==> config.mk <==
export PLATFORM = sky130hd
export DESIGN_NAME = spi_mosi_burst_buffer_flat
export DESIGN_NICKNAME = d
export VERILOG_FILES = /design/src/rtl/spi_mosi_burst_buffer_if.sv /design/src/rtl/spi_mosi_burst_buffer.sv /design/src/flat_wrapper.sv
export SDC_FILE = /design/constraint.sdc
export NUM_CORES = 1
export LEC_CHECK = 0
export ABC_AREA = 1
export CAP_MARGIN = 10
export CORE_MARGIN = 3
export CORE_UTILIZATION = 43
export CTS_CLUSTER_SIZE = 10
export DETAILED_ROUTE_END_ITERATION = 10
export PLACE_DENSITY_LB_ADDON = 0.3
export SLEW_MARGIN = 20
export SYNTH_ARGS = -nofsm -noshare
export SYNTH_HDL_FRONTEND = slang
export SYNTH_SLANG_ARGS = --single-unit
==> constraint.sdc <==
create_clock -name i_SCK -period 2.1 [get_ports i_SCK]
set_input_delay 0.315 -clock i_SCK [delete_from_list [all_inputs] [get_ports i_SCK]]
set_output_delay 0.315 -clock i_SCK [all_outputs]
set_load 0.01 [all_outputs]
==> src/rtl/spi_mosi_burst_buffer_if.sv <==
// Sequencer-to-burst-buffer bus for the SSD1331 MOSI path.
// The abort signals exist only when SPI_MOSI_BURST_ABORT_EN is defined.
interface spi_mosi_burst_buffer_if #(
  parameter int unsigned WIDTH = 8,
  parameter int unsigned N     = 16,
  parameter int unsigned CNT_W = $clog2(N + 1)
);

  logic [WIDTH*N-1:0] i_DATA;
  logic [N-1:0]       i_DC;
  logic [CNT_W-1:0]   i_LEN;
  logic               i_START;
  logic               o_READY;
  logic [WIDTH-1:0]   o_DATA;
  logic               o_DC;
  logic               o_START;
  logic               o_CS_N;
  logic [CNT_W-1:0]   o_BYTE_IDX;
  logic               o_FINAL_BYTE;
  logic               o_DONE;
`ifdef SPI_MOSI_BURST_ABORT_EN
  logic               i_ABORT;
  logic               o_ABORTED;
`endif

`ifdef SPI_MOSI_BURST_ABORT_EN
  modport master (
    output i_DATA, i_DC, i_LEN, i_START, i_ABORT,
    input  o_READY, o_DATA, o_DC, o_START, o_CS_N, o_BYTE_IDX,
           o_FINAL_BYTE, o_DONE, o_ABORTED
  );

  modport slave (
    input  i_DATA, i_DC, i_LEN, i_START, i_ABORT,
    output o_READY, o_DATA, o_DC, o_START, o_CS_N, o_BYTE_IDX,
           o_FINAL_BYTE, o_DONE, o_ABORTED
  );
`else
  modport master (
    output i_DATA, i_DC, i_LEN, i_START,
    input  o_READY, o_DATA, o_DC, o_START, o_CS_N, o_BYTE_IDX,
           o_FINAL_BYTE, o_DONE
  );

  modport slave (
    input  i_DATA, i_DC, i_LEN, i_START,
    output o_READY, o_DATA, o_DC, o_START, o_CS_N, o_BYTE_IDX,
           o_FINAL_BYTE, o_DONE
  );
`endif

endinterface

==> src/rtl/spi_mosi_burst_buffer.sv <==
// N-byte MOSI burst buffer: presents up to N bytes (one per WIDTH clocks) with D/C,
// CS framing and gap-free chaining. Optional abort via SPI_MOSI_BURST_ABORT_EN.
module spi_mosi_burst_buffer #(
  parameter int unsigned WIDTH = 8,
  parameter int unsigned N     = 16,
  parameter int unsigned CNT_W = $clog2(N + 1)
) (
  input  logic                  i_SCK,
  input  logic                  i_RST,
  spi_mosi_burst_buffer_if.slave bus
);

  localparam int unsigned BIT_W = (WIDTH > 1) ? $clog2(WIDTH) : 1;
  localparam int unsigned DATA_W = WIDTH * N;

  typedef enum logic [0:0] {
    ST_IDLE = 1'b0,
    ST_SEND = 1'b1
  } state_t;

  state_t             r_state;
  logic [DATA_W-1:0]  r_data;
  logic [N-1:0]       r_dc;
  logic [CNT_W-1:0]   r_len;
  logic [BIT_W-1:0]   r_bit;

  logic               w_last_bit;
  logic               w_last_byte;
  logic               w_burst_end;
  logic               w_abort;
  logic               w_accept;
  logic [CNT_W-1:0]   w_len_clamp;
  logic [CNT_W-1:0]   w_next_idx;

  assign w_last_bit  = (r_bit == BIT_W'(WIDTH - 1));
  assign w_last_byte = (bus.o_BYTE_IDX == (r_len - CNT_W'(1)));
  assign w_burst_end = (r_state == ST_SEND) && w_last_bit && w_last_byte;
  assign w_next_idx  = bus.o_BYTE_IDX + CNT_W'(1);

`ifdef SPI_MOSI_BURST_ABORT_EN
  logic r_abort_pend;

  // Abort is seen in the cycle it arrives so a chain request in that cycle is refused.
  assign w_abort = (r_state == ST_SEND) && (r_abort_pend || bus.i_ABORT);
`else
  assign w_abort = 1'b0;
`endif

  assign bus.o_READY = (r_state == ST_IDLE) || (w_burst_end && !w_abort);

  assign w_len_clamp = (bus.i_LEN > CNT_W'(N)) ? CNT_W'(N) : bus.i_LEN;
  assign w_accept    = bus.i_START && bus.o_READY && (bus.i_LEN != '0);

  // Remaining bytes live in a shift register; byte 0 goes straight to o_DATA on accept.
  always_ff @(posedge i_SCK) begin
    if (!i_RST) begin
      r_state          <= ST_IDLE;
      r_data           <= '0;
      r_dc             <= '0;
      r_len            <= '0;
      r_bit            <= '0;
      bus.o_DATA       <= '0;
      bus.o_DC         <= 1'b0;
      bus.o_START      <= 1'b0;
      bus.o_CS_N       <= 1'b1;
      bus.o_BYTE_IDX   <= '0;
      bus.o_FINAL_BYTE <= 1'b0;
      bus.o_DONE       <= 1'b0;
`ifdef SPI_MOSI_BURST_ABORT_EN
      r_abort_pend     <= 1'b0;
      bus.o_ABORTED    <= 1'b0;
`endif
    end else begin
      bus.o_DONE <= 1'b0;
`ifdef SPI_MOSI_BURST_ABORT_EN
      bus.o_ABORTED <= 1'b0;
`endif
      if (w_accept) begin
        r_state          <= ST_SEND;
        r_data           <= bus.i_DATA >> WIDTH;
        r_dc             <= bus.i_DC >> 1;
        r_len            <= w_len_clamp;
        r_bit            <= '0;
        bus.o_DATA       <= bus.i_DATA[WIDTH-1:0];
        bus.o_DC         <= bus.i_DC[0];
        bus.o_START      <= 1'b1;
        bus.o_CS_N       <= 1'b0;
        bus.o_BYTE_IDX   <= '0;
        bus.o_FINAL_BYTE <= (w_len_clamp == CNT_W'(1));
`ifdef SPI_MOSI_BURST_ABORT_EN
        r_abort_pend     <= 1'b0;
`endif
      end else begin
        case (r_state)
          ST_IDLE: begin
            r_bit <= '0;
          end
          ST_SEND: begin
`ifdef SPI_MOSI_BURST_ABORT_EN
            if (bus.i_ABORT) begin
              r_abort_pend <= 1'b1;
            end
`endif
            if (!w_last_bit) begin
              r_bit <= r_bit + BIT_W'(1);
            end else if (!w_last_byte && !w_abort) begin
              r_bit            <= '0;
              r_data           <= r_data >> WIDTH;
              r_dc             <= r_dc >> 1;
              bus.o_DATA       <= r_data[WIDTH-1:0];
              bus.o_DC         <= r_dc[0];
              bus.o_BYTE_IDX   <= w_next_idx;
              bus.o_FINAL_BYTE <= (w_next_idx == (r_len - CNT_W'(1)));
            end else begin
              // End of burst (normal or aborted); o_DATA/o_DC keep the last byte.
              r_state          <= ST_IDLE;
              r_bit            <= '0;
              bus.o_START      <= 1'b0;
              bus.o_CS_N       <= 1'b1;
              bus.o_FINAL_BYTE <= 1'b0;
`ifdef SPI_MOSI_BURST_ABORT_EN
              r_abort_pend     <= 1'b0;
              bus.o_ABORTED    <= w_abort;
              bus.o_DONE       <= !w_abort;
`else
              bus.o_DONE       <= 1'b1;
`endif
            end
          end
          default: begin
            r_state <= ST_IDLE;
          end
        endcase
      end
    end
  end

endmodule
==> src/flat_wrapper.sv <==
// flat-port wrapper written by rule: the top's interface ports become plain ports
module spi_mosi_burst_buffer_flat 
#(
  parameter int unsigned WIDTH = 8,
  parameter int unsigned N     = 16,
  parameter int unsigned CNT_W = $clog2(N + 1)
)
  (i_SCK, i_RST, bus_i_DATA, bus_i_DC, bus_i_LEN, bus_i_START, bus_o_READY, bus_o_DATA, bus_o_DC, bus_o_START, bus_o_CS_N, bus_o_BYTE_IDX, bus_o_FINAL_BYTE, bus_o_DONE);
  spi_mosi_burst_buffer_if #(.WIDTH(WIDTH), .N(N), .CNT_W(CNT_W)) bus_i ();
  input  logic i_SCK;
  input  logic i_RST;
  input wire logic [$bits(bus_i.i_DATA)-1:0] bus_i_DATA;
  input wire logic [$bits(bus_i.i_DC)-1:0] bus_i_DC;
  input wire logic [$bits(bus_i.i_LEN)-1:0] bus_i_LEN;
  input wire logic [$bits(bus_i.i_START)-1:0] bus_i_START;
  output wire logic [$bits(bus_i.o_READY)-1:0] bus_o_READY;
  output wire logic [$bits(bus_i.o_DATA)-1:0] bus_o_DATA;
  output wire logic [$bits(bus_i.o_DC)-1:0] bus_o_DC;
  output wire logic [$bits(bus_i.o_START)-1:0] bus_o_START;
  output wire logic [$bits(bus_i.o_CS_N)-1:0] bus_o_CS_N;
  output wire logic [$bits(bus_i.o_BYTE_IDX)-1:0] bus_o_BYTE_IDX;
  output wire logic [$bits(bus_i.o_FINAL_BYTE)-1:0] bus_o_FINAL_BYTE;
  output wire logic [$bits(bus_i.o_DONE)-1:0] bus_o_DONE;
  assign bus_i.i_DATA = bus_i_DATA;
  assign bus_i.i_DC = bus_i_DC;
  assign bus_i.i_LEN = bus_i_LEN;
  assign bus_i.i_START = bus_i_START;
  assign bus_o_READY = bus_i.o_READY;
  assign bus_o_DATA = bus_i.o_DATA;
  assign bus_o_DC = bus_i.o_DC;
  assign bus_o_START = bus_i.o_START;
  assign bus_o_CS_N = bus_i.o_CS_N;
  assign bus_o_BYTE_IDX = bus_i.o_BYTE_IDX;
  assign bus_o_FINAL_BYTE = bus_i.o_FINAL_BYTE;
  assign bus_o_DONE = bus_i.o_DONE;
  spi_mosi_burst_buffer #(.WIDTH(WIDTH), .N(N), .CNT_W(CNT_W)) u_core (.i_SCK(i_SCK), .i_RST(i_RST), .bus(bus_i));
endmodule
==> metrics.md <==
| Metric | Value |
|---|---|
| Diode insertion count for antenna repair | 0 |
| Share of synthesized registers carrying an async set or reset | 0% |
| Maximum number of pins on one net before global-route repair | 73 |
| Highest Clock Rate | 445 MHz |
| Die area | 22600 µm² |
| Reg2Reg Depth | 17 |
| Total of hold buffers inserted after clock tree synthesis | 0 |
| Vertical die dimension | 150 µm |
| Cell depth of the worst min-delay path | 1 |
| Share of the synthesized area in the top cell type | 36.2% |
| Total grt overflow | 0 |
| Total number of yosys warnings | 0 |
| Total number of H-tree levels | 4 |
| Endpoints failing hold | 0 |
| Data arrival at the endpoint of the critical path | 2610 ps |
| Number of design rule violations left after detail routing | 0 |
| Final antenna-violating net count | 0 |
| Met3 GRT Util | 4.24% |
| Post-Synthesis Net Count | 1555 |
| Number of distinct standard cells referenced by the synthesized netlist | 25 |
| Flip-flop and latch count after synthesis | 162 |
| Count of max-cap constraint violations | 0 |
| Floorplan Core Area | 20400 µm² |
| Setup skew after layout | 14.6 ps |
| Class of the most critical hold timing path | reg -> reg |
| Setup-failing EPs final | 149 |
| Main flop type after synthesis | sky130_fd_sc_hd__dfxtp_1 |
| Vias per cell | 5.53 |
| End of the worst register-to-register path | u_core.r_data[94] |
| Initial Util | 44.0% |
| Fraction of final layout cells with drive strength greater than 1 | 24.8% |
| Kind of capture point of the worst setup path | register |
| Leak pwr | 6.07 nW |
| Fillers | 1650 |
| Avg Synthesized Cell Area | 6.41 µm² |
| Violations in the final reports | negative setup slack |
| Largest stage delay on the critical path | 330 ps |
| Num Clock Sinks | 162 |
| Power per cell area | 612 nW/µm² |
| Storage element area | 3250 µm² |
| Hold-critical path endpoint | u_core.r_bit[0] |
| GPL Wtd Cong | 0.840 |
| Gate count of the mapped netlist | 1399 |
| Synth-to-layout area growth | 54.0% |
| Maximum net fanout on the critical path | 8 |
| Top cell types by occurrence after synthesis | sky130_fd_sc_hd__nand3_1 (434), sky130_fd_sc_hd__nand2_1 (322), sky130_fd_sc_hd__dfxtp_1 (162) |
| Max Transition Viols Final | 0 |
| Setup repair after global routing missed its margin | yes |
| Critical path's slowest cell | sky130_fd_sc_hd__dfxtp_2 |
| Time the final worst path needs with I/O delays and setup | 2250 ps |
| Crit path buf inv count | 5 |
| Dominant cell type by area after synthesis | sky130_fd_sc_hd__dfxtp_1 |
| Max_slew headroom | 68.5% |
| Number of standard cells in the layout, taps in and fillers out | 1866 |
| Die Wd | 150 µm |
| Met1 track utilization from global routing | 31.6% |
| Antenna violations before repair | 1 |
| Worst setup slack after layout | -147 ps |
| Reg2reg setup slack | -150 ps |
| Average wire per standard cell | 16.8 µm |
| Inserted Clock Buffers | 17 |
| Top-level port count | 171 |
| Overall fraction of global-route tracks in use | 23.5% |
| Portion of the post-synthesis area used by sequential elements | 36.2% |
| Most repeated library cell on the critical path | sky130_fd_sc_hd__nand2_1 |
| Dominant delay contributor by cell family on the critical path | simple AND/OR/NAND/NOR gates |
| Worst ir drop on vdd | 485 µV |
| Critical setup path kind | reg -> reg |
| Core Rows | 52 |
| Setup TNS | -13100 ps |
| Number of enable-type register cells in the synthesized netlist | 0 |
| Worst-path cell chain | inv_2 -> ha_4 -> inv_2 -> nand2_1 -> nand2_1 -> nor2_1 -> nand3_1 -> nor2_2 -> nand3_2 -> nand2_4 -> buf_8 -> nand2_8 -> buf_12 -> buf_16 -> nand2_1 -> nand2_1 -> a21oi_2 |
| Instance area at placement | 11200 µm² |
| Multi-input gate area | 5430 µm² |
| Data required, critical path | 2460 ps |
| Port Buffers | 170 |
| Most frequently used cell type in the post-synthesis netlist | sky130_fd_sc_hd__nand3_1 |
| Starting DRC count in detailed routing | 874 |
| Clock-pin slew of the registers on the worst-case setup and hold paths | 70 ps |
| Met2 demand-to-capacity share in global routing | 38.6% |
| Synth Cell Area | 8970 µm² |
| Pre-CTS setup slack | -140 ps |
| CTS tree | done |
| Detail Placement HPWL | 16.7 mm |
| Final #Nets | 1739 |
| Run status | finished with violations |
| Post-Place Cells | 1781 |
| Clock Root Buffer | sky130_fd_sc_hd__clkbuf_16 |
| Worst reg2reg path startpoint | u_core.r_len[0] |
| Number of detailed-routing iterations run before antenna repair | 5 |
| CTS Buffer Depth | 2 |
| Cell area after layout | 13800 µm² |
| Vias | 10300 |
| Worst-margin pin slew | 473 ps |
| Via count of the first global-routing pass | 8989 |
| HP Start | u_core.r_bit[0] |
| First-pass GRT wire length | 43.8 mm |
| Layer with the highest usage after global routing | met2 |
| Startpoint types | register |
| Total Wirelength | 31.3 mm |
| Share of the clock period used by the worst path | 107% |
| Dominant cells by area after synthesis | sky130_fd_sc_hd__dfxtp_1 (36%), sky130_fd_sc_hd__nand3_1 (24%), sky130_fd_sc_hd__nand2_1 (13%), sky130_fd_sc_hd__a21oi_1 (7.8%), sky130_fd_sc_hd__inv_1 (6.6%) |
| Clock latency reported for the late side of the worst-skew pair | 420 ps |
| Final-layout worst hold slack | 434 ps |
-- worst max path at each step --
stage | to | slack (ps) | start | cells after the start
floorplan | u_core.r_data[15] | 50 | u_core.r_len[0] | 16
global placement | bus_o_READY | -90 | u_core.r_len[0] | 11
detailed placement | u_core.r_len[2] | -140 | u_core.r_len[0] | 17
CTS | u_core.r_dc[8] | -120 | u_core.r_len[0] | 17
global route | u_core.r_data[73] | -340 | u_core.r_len[0] | 17
finish | u_core.r_data[94] | -150 | u_core.r_len[0] | 17
-- final cells by class --
cell class | count | area share, %
multi-input combinational | 955 | 39.3
timing repair buffer | 288 | 26.1
sequential | 162 | 23.5
inverter | 159 | 4.39
clock buffer | 24 | 3.49
tap | 270 | 2.45
clock inverter | 8 | 0.743
-- registers in the layout, indices dropped and copies added (netlist names) --
name,cells
u_core.bus.o_BYTE_IDX,5
u_core.bus.o_CS_N,1
u_core.bus.o_DATA,8
u_core.bus.o_DC,1
u_core.bus.o_DONE,1
u_core.bus.o_FINAL_BYTE,1
u_core.bus.o_START,1
u_core.r_bit,3
u_core.r_data,120
u_core.r_dc,15
u_core.r_len,5
u_core.r_state,1
-- layer usage --
layer	vias up	part of all wire (%)	wire, µm
met2	479	48	15100
met5	-	0.042	13
met4	2	2.6	825
li1	4946	-	-
met3	77	7.4	2300
met1	4821	42	13000
-- cell families after synthesis --
| group | count (synthesis) | share of synthesized area [%] |
|---|---|---|
| compound gates | 159 | 9.45 |
| xor+xnor | 4 | 0.391 |
| fa+ha+maj | 4 | 0.558 |
| buf+inv | 284 | 14.0 |
| flops | 162 | 36.2 |
| simple gates | 786 | 39.5 |
-- where the power goes --
| part | leakage, nW | switching [W] | internal, W | total [W] |
|---|---|---|---|---|
| combinational | 4.45 | 0.000918 | 0.000935 | 0.00185 |
| clock | 0.280 | 0.00130 | 0.00185 | 0.00314 |
| sequential | 1.34 | 0.000143 | 0.00331 | 0.00345 |
-- stage by stage --
step | util (%) | power (W)
finish | 67.8 | 0.00845
global route | 67.8 | 0.00876
CTS | 60.2 | 0.00808
detailed placement | 55.0 | 0.00485
global placement | 55.0 | 0.00482
floorplan | - | 0.00427
-- placed cells by master, fill, tap and decap left out, types with 3 or more instances in the layout --
master                              n
sky130_fd_sc_hd__a21oi_1           72
sky130_fd_sc_hd__a21oi_2           79
sky130_fd_sc_hd__buf_12            25
sky130_fd_sc_hd__buf_16            12
sky130_fd_sc_hd__buf_4             42
sky130_fd_sc_hd__buf_6             15
sky130_fd_sc_hd__buf_8              4
sky130_fd_sc_hd__clkbuf_1           4
sky130_fd_sc_hd__clkbuf_16         36
sky130_fd_sc_hd__clkbuf_8           3
sky130_fd_sc_hd__clkdlybuf4s50_1  169
sky130_fd_sc_hd__dfxtp_1          160
sky130_fd_sc_hd__ha_1               3
sky130_fd_sc_hd__inv_1            152
sky130_fd_sc_hd__inv_2              3
sky130_fd_sc_hd__inv_4              4
sky130_fd_sc_hd__nand2_1          206
sky130_fd_sc_hd__nand2_2           83
sky130_fd_sc_hd__nand2_4           34
sky130_fd_sc_hd__nand2_8            4
sky130_fd_sc_hd__nand3_1          404
sky130_fd_sc_hd__nand3_2           31
sky130_fd_sc_hd__nand4_1            3
sky130_fd_sc_hd__nor2_1            14
sky130_fd_sc_hd__nor2_2             4
sky130_fd_sc_hd__o21ai_0            4
sky130_fd_sc_hd__xor2_1             4
-- repair_timing --
action	in CTS	in global routing
resized for setup	52	253
endpoints found under the hold margin	0	0
setup endpoints to repair	155	156
setup buffers	9	10
pin swaps	15	62
cloned	9	28
No activity file was read; power rests on OpenSTA's default activity.
